### src/rtl/memora_rom.sv
// -----------------------------------------------------------------------------
// memora_rom
// Program ROM for the single-cycle manu-pu controller. The program counter
// selects a 16-bit instruction word combinationally (zero latency), because the
// PC update and the decode of the fetched word happen in the same cycle.
// Fetches beyond the implemented depth return NOP and set a sticky error flag.
//
// Ports:
//   clk         in   system clock (only the error flag is clocked)
//   rst_n       in   asynchronous active-low reset
//   counter     in   [AW-1:0]    fetch address (program counter)
//   instruccion out  [WIDTH-1:0] instruction word at counter (NOP in reset or
//                                when counter is out of range)
//   addr_err    out  sticky flag: an out-of-range address was fetched
//
// Instruction word layout:
//   [15] MB, [14] ~RW, [13] MD/JB, [12:9] FS (BC = [11:9]),
//   [8:6] D, [5:3] A, [2:0] B; branch offset AD = {D,B}, 6-bit signed.
// -----------------------------------------------------------------------------
module memora_rom #(
   parameter int DEPTH = 64,
   parameter int WIDTH = 16,
   parameter int AW    = 16
) (
   input  logic             clk,
   input  logic             rst_n,
   input  logic [AW-1:0]    counter,
   output logic [WIDTH-1:0] instruccion,
   output logic             addr_err
);

   localparam logic [WIDTH-1:0] NOP = '0;

   // Fixed program image. Any address without an explicit entry is NOP, which
   // also covers the fill region 6..DEPTH-1.
   function automatic logic [WIDTH-1:0] rom_word(input logic [AW-1:0] addr);
      logic [WIDTH-1:0] w;
      w = NOP;
      case (addr)
         AW'(0): w = WIDTH'(16'h8443); // ADI R1 = R0 + 3
         AW'(1): w = WIDTH'(16'h8481); // ADI R2 = R0 + 1
         AW'(2): w = WIDTH'(16'h0A4A); // SUB R1 = R1 - R2
         AW'(3): w = WIDTH'(16'hCFC7); // branch if not Z, AD = -1 -> addr 2
         AW'(4): w = WIDTH'(16'h4001); // store M[R0] <= R1
         AW'(5): w = WIDTH'(16'hE000); // jump to R0
         default: w = NOP;
      endcase
      return w;
   endfunction

   // Compare against DEPTH at full address width so there is no aliasing:
   // e.g. 64 or 0xFFFF never fold back onto a low word.
   logic in_range;
   logic addr_err_d;
   logic addr_err_q;

   always_comb begin
      in_range = ({1'b0, counter} < (AW + 1)'(DEPTH));
   end

   always_comb begin
      instruccion = NOP;
      if (rst_n && in_range) begin
         instruccion = rom_word(counter);
      end
   end

   always_comb begin
      addr_err_d = addr_err_q | ~in_range;
   end

   always_ff @(posedge clk or negedge rst_n) begin
      if (!rst_n) begin
         addr_err_q <= 1'b0;
      end else begin
         addr_err_q <= addr_err_d;
      end
   end

   assign addr_err = addr_err_q;

endmodule

### config.mk
export PLATFORM = sky130hd
export DESIGN_NAME = memora_rom
export DESIGN_NICKNAME = d
export VERILOG_FILES = /design/src/rtl/memora_rom.sv
export SDC_FILE = /design/constraint.sdc
export NUM_CORES = 1
export LEC_CHECK = 0
export ABC_AREA = 1
export CORE_MARGIN = 8
export CORE_UTILIZATION = 28
export CTS_BUF_LIST = sky130_fd_sc_hd__clkbuf_8
export DETAILED_ROUTE_END_ITERATION = 7
export GPL_TIMING_DRIVEN = 1
export PLACE_DENSITY_LB_ADDON = 0.05
export SLEW_MARGIN = 20
export SYNTH_ARGS = -nofsm -noshare
export SYNTH_HDL_FRONTEND = slang
export SYNTH_SLANG_ARGS = --single-unit
### constraint.sdc
create_clock -name clk -period 1 [get_ports clk]
set_input_delay 0.1 -clock clk [delete_from_list [all_inputs] [get_ports clk]]
set_output_delay 0.1 -clock clk [all_outputs]
set_load 0.01 [all_outputs]
== Yosys cells after proc, flatten, opt, wreduce, memory -nomap -nowiden ==
Index checks and enable logic that the tools add are counted.
Word-level totals
  flip-flop bits (word level): 1
  input bits: 18
  output and inout bits: 17
  word-level logic and storage cells: 13
Operators by class
  order comparisons: 1
  eq/ne operators: 5
  mux-type cells: 2
  bitwise operators: 2
  reductions and logical operators: 2
Operator list (number)
  16-bit one-hot mux with 6 select lines: 1
  16-bit by 2-bit == test with 1-bit output, second input constant: 2
  16-bit by 3-bit == test with 1-bit output, second input constant: 2
  16-bit by 1-bit == test with 1-bit output, second input constant: 1
  16-bit logical NOT: 1
  16-bit by 7-bit less-than comparator with 1-bit output, second input constant: 1
  16-bit two-way mux: 1
  1-bit logical AND: 1
  1-bit inverter: 1
  1-bit bitwise OR: 1

== Depth between registers and ports, before layout ==
  word-level depth: 3
  mapped depth: 8
  gate-level depth less buffers: 8

== Worst setup path before layout ==
OpenSTA, ideal clock, no wires.
  path kind: input -> output
  start point: input counter[12]
  end point: output instruccion[11]
  arrival time: 1.050 ns
  data required time: 0.900 ns
  path slack: -0.150 ns
  stages: 6
  path buffers: 1
  cells stage by stage: nor2_1 nand2_2 nor2_8 nand4_1 a21oi_1 buf_4
On the way
  word-level cells in the longest chain between the ends: 3
  elaborated cells between the ends (all ways): 10
  those cells by class: order compare: 1; eq/ne: 5; mux: 2; reduce/logical: 2
RTL lines
  start, declared: RTL line 27  | input logic [AW-1:0] counter,
  16-bit by 7-bit less-than comparator with 1-bit output, or another cell as far along: RTL line 58  | in_range = ({1'b0, counter} < (AW + 1)'(DEPTH));
  1-bit logical AND / 16-bit one-hot mux with 6 select lines (equally long branches): RTL line 63, 39
  16-bit two-way mux *: RTL line 63  | if (rst_n && in_range) begin
  end, declared: RTL line 28  | output logic [WIDTH-1:0] instruccion,
Every way passes the cells marked *; elsewhere a longest branch is shown, timed or not.

== Final worst setup path ==
  start point: input counter[10]
  end point: output instruccion[11]
Same word-level chain as after synthesis.

==> flow_metrics.py <==
metrics = {
    "timing": {
        "clock_skew_ps": 0,
        "finalHoldViolations": 0,
        "worst_slack_ps": -211,
        "fin_crit_sh": 1.21,
        "setup_violations": 14,
        "rsz0062_at_grt": "yes",
        "maxClockFrequency_ghz": 0.826,
        "final_max_slew_viol_count": 0,
        "period_minus_slack_ps": 1210,
    },
    "routing": {
        "wl_per_cell_um": 10.3,
        "wl_met2_um": 659,
        "drt_wl_total_um": 1310,
        "met3_length_um": 129,
        "drc": 0,
        "antenna_left": 0,
        "num_vias": 536,
        "drt_iter0_markers": 7,
        "firstDrtPassIters": 4,
        "highest_layer": "met3",
        "met1_length_um": 518,
        "drt-vias-per-instance": 4.22,
    },
    "layout": {
        "layout.nets": 132,
        "area.growth.synth_to_final_pct": 110,
        "regArea_um2": 25.0,
        "fill_cells": 132,
        "largest_register_ffs": 1,
        "multi_input_area_um2": 394,
        "design_area_um2": 828,
        "num_antenna_cells": 0,
        "drive_gt1_frac": 0.634,
    },
    "placement": {
        "portBuffers": 31,
        "pre_cts_slack_ps": -976,
        "hpwl_um": 1020,
        "postPlaceCellArea_um2": 763,
        "gp_congestion": 0.756,
    },
    "grt": {
        "grt_pass1_vias": 539,
        "grt-ovfl-total": 0,
        "grtUsageTotal": 0.0904,
        "antenna_found_initial": 0,
        "grt_max_degree": 7,
        "grt_pass1_wl_um": 2200,
    },
    "power_and_ir_drop": {
        "irDropWorstVdd_uv": 197,
        "combinationalPowerShare": 0.784,
        "p_leak_nw": 0.459,
        "power.density_mw_per_mm2": 231,
        "p_seq_frac": 0.216,
        "internal-power_uw": 115,
        "p_sw_frac": 0.398,
        "p_sw_uw": 76.0,
        "p_clk_frac": 0,
    },
    "die": {
        "fp.dieH_um": 53.5,
        "initial_core_util": 0.303,
        "io-pin-count": 35,
        "rows": 13,
        "die-area_mm2": 0.00286,
        "core_mm2": 0.00130,
        "die_x_um": 53.5,
    },
    "synth": {
        "ys_warn_count": 0,
        "yosys.area.top_type": "nand2_1",
        "netlist_top_cells_area": "nand2_1 (16%), nor2_1 (16%), buf_4 (11%)",
        "ys_ff_latch": 1,
        "synth_top_area_frac": 0.162,
        "yosysSeqAreaShare": 0.0635,
        "synth_cell_type_count": 19,
        "synthCells": 70,
        "avgSynthCellArea_um2": 5.63,
        "syn_area_um2": 394,
    },
    "job": {
        "cap_violations": 0,
    },
    "critical_path": {
        "critPathKind": "input pin to primary output",
        "crit_path_start": "counter[10]",
        "cp_max_fo": 5,
        "reg2reg_depth": 1,
        "r2r-start": "addr_err$_DFF_PN0_",
        "arrival_ps": 1110,
        "critPathCaptureType": "primary output",
        "cp.required_ps": 900,
        "crit_end": "instruccion[11]",
        "critPathLaunchType": "input pin",
        "worstReg2RegEnd": "addr_err$_DFF_PN0_",
        "rrSetupSlack_ps": 300,
    },
    "run_status": {
        "violations": "negative setup slack",
        "outcome": "finished, violations left",
    },
    "cts": {
        "hold_buffers": 0,
        "clkTransAtPathRegs_ps": 0,
        "clk_latency_ps": 0,
    },
    "hold_path": {
        "worst_hold_path_type": "input pin to async pin",
    },
}
==> metrics by stage <==
step	TNS (ps)	total power [mW]	instances	utilization	hold slack [ps]
global route	-2990	0.205	127	0.637	240
finish	-2030	0.191	127	0.637	207
floorplan	-156	0.0989	72	-	-196
CTS	-1920	0.187	125	0.576	216
global placement	-11980	0.185	118	0.587	449
detailed placement	-12280	0.186	118	0.587	456
==> cells by family after synthesis <==
family / after synthesis / synth area share
simple gates: 48 / 0.657
flops: 1 / 0.0635
compound gates: 5 / 0.0699
buf+inv: 15 / 0.200
other cells: 1 / 0.00951
==> placed cells by master (no fill, tap or decap), drive strengths merged <==
cell type	instances
nand2	20
buf	44
or2	1
a21oi	2
nor3	1
conb	3
dfrtp	1
o21ai	2
dlygate4sd2	1
clkdlybuf4s50	1
nand3	1
nor2	24
o21a	1
nand4	1
inv	9
==> worst max-delay path, stage by stage <==
cell     delay [ps]
buf_2           110
nor2_4           90
nand2_4          70
nor2_8          140
nand4_1         140
buf_4           170
a21oi_4         150
buf_6           130
==> repair_timing <==
| action | 4_1_cts | 5_1_grt |
|---|---|---|
| buffers inserted | 7 | 2 |
| gates resized for setup | 131 | 11 |
| endpoints found under the setup margin | 14 | 14 |
| endpoints found under the hold margin | 0 | 0 |
| pin swaps | 25 | 8 |
==> power groups by stage <==
stage	Sequential, mW	Combinational [mW]	Clock (mW)
6_report	0.0412	0.150	0
3_5_place_dp	0.0412	0.144	0
3_3_place_gp	0.0412	0.143	0
2_1_floorplan	0.0412	0.0577	0
5_1_grt	0.0412	0.163	0
4_1_cts	0.0412	0.146	0
==> cells in the mapped netlist <==
cell type  instances
nor2_4             3
nor2_8             1
nor3_1             1
inv_2              1
nand2_1           17
a21oi_1            2
nand2_4            1
dfrtp_1            1
nor2_1            17
or2_1              1
buf_4              6
o21ai_1            2
nand3_4            1
conb_1             1
inv_1              8
nor2_2             3
o21a_1             1
nand2_2            2
nand4_1            1
==> final cells by class <==
| class | instances | area share |
|---|---|---|
| multi-input combinational | 56 | 0.476 |
| timing repair buffer | 46 | 0.431 |
| inverter | 9 | 0.0408 |
| sequential | 1 | 0.0302 |
| tap | 15 | 0.0227 |
==> metal layers <==
| layer | vias to the layer above | global-route usage |
|---|---|---|
| met5 | - | 0 |
| met4 | 0 | 0 |
| met3 | 0 | 0.0224 |
| met2 | 21 | 0.160 |
| met1 | 229 | 0.114 |
| li1 | 286 | - |
==> worst min path at each step <==
stage / from / endpoint / slack, ps / cells past startpoint
4_1_cts: rst_n / addr_err$_DFF_PN0_ / 220 / 2
3_5_place_dp: addr_err$_DFF_PN0_ / addr_err$_DFF_PN0_ / 460 / 1
6_report: rst_n / addr_err$_DFF_PN0_ / 210 / 2
2_1_floorplan: rst_n / addr_err$_DFF_PN0_ / -200 / 0
3_3_place_gp: addr_err$_DFF_PN0_ / addr_err$_DFF_PN0_ / 450 / 1
5_1_grt: rst_n / addr_err$_DFF_PN0_ / 240 / 2
Power figures use the tool's default switching activity.
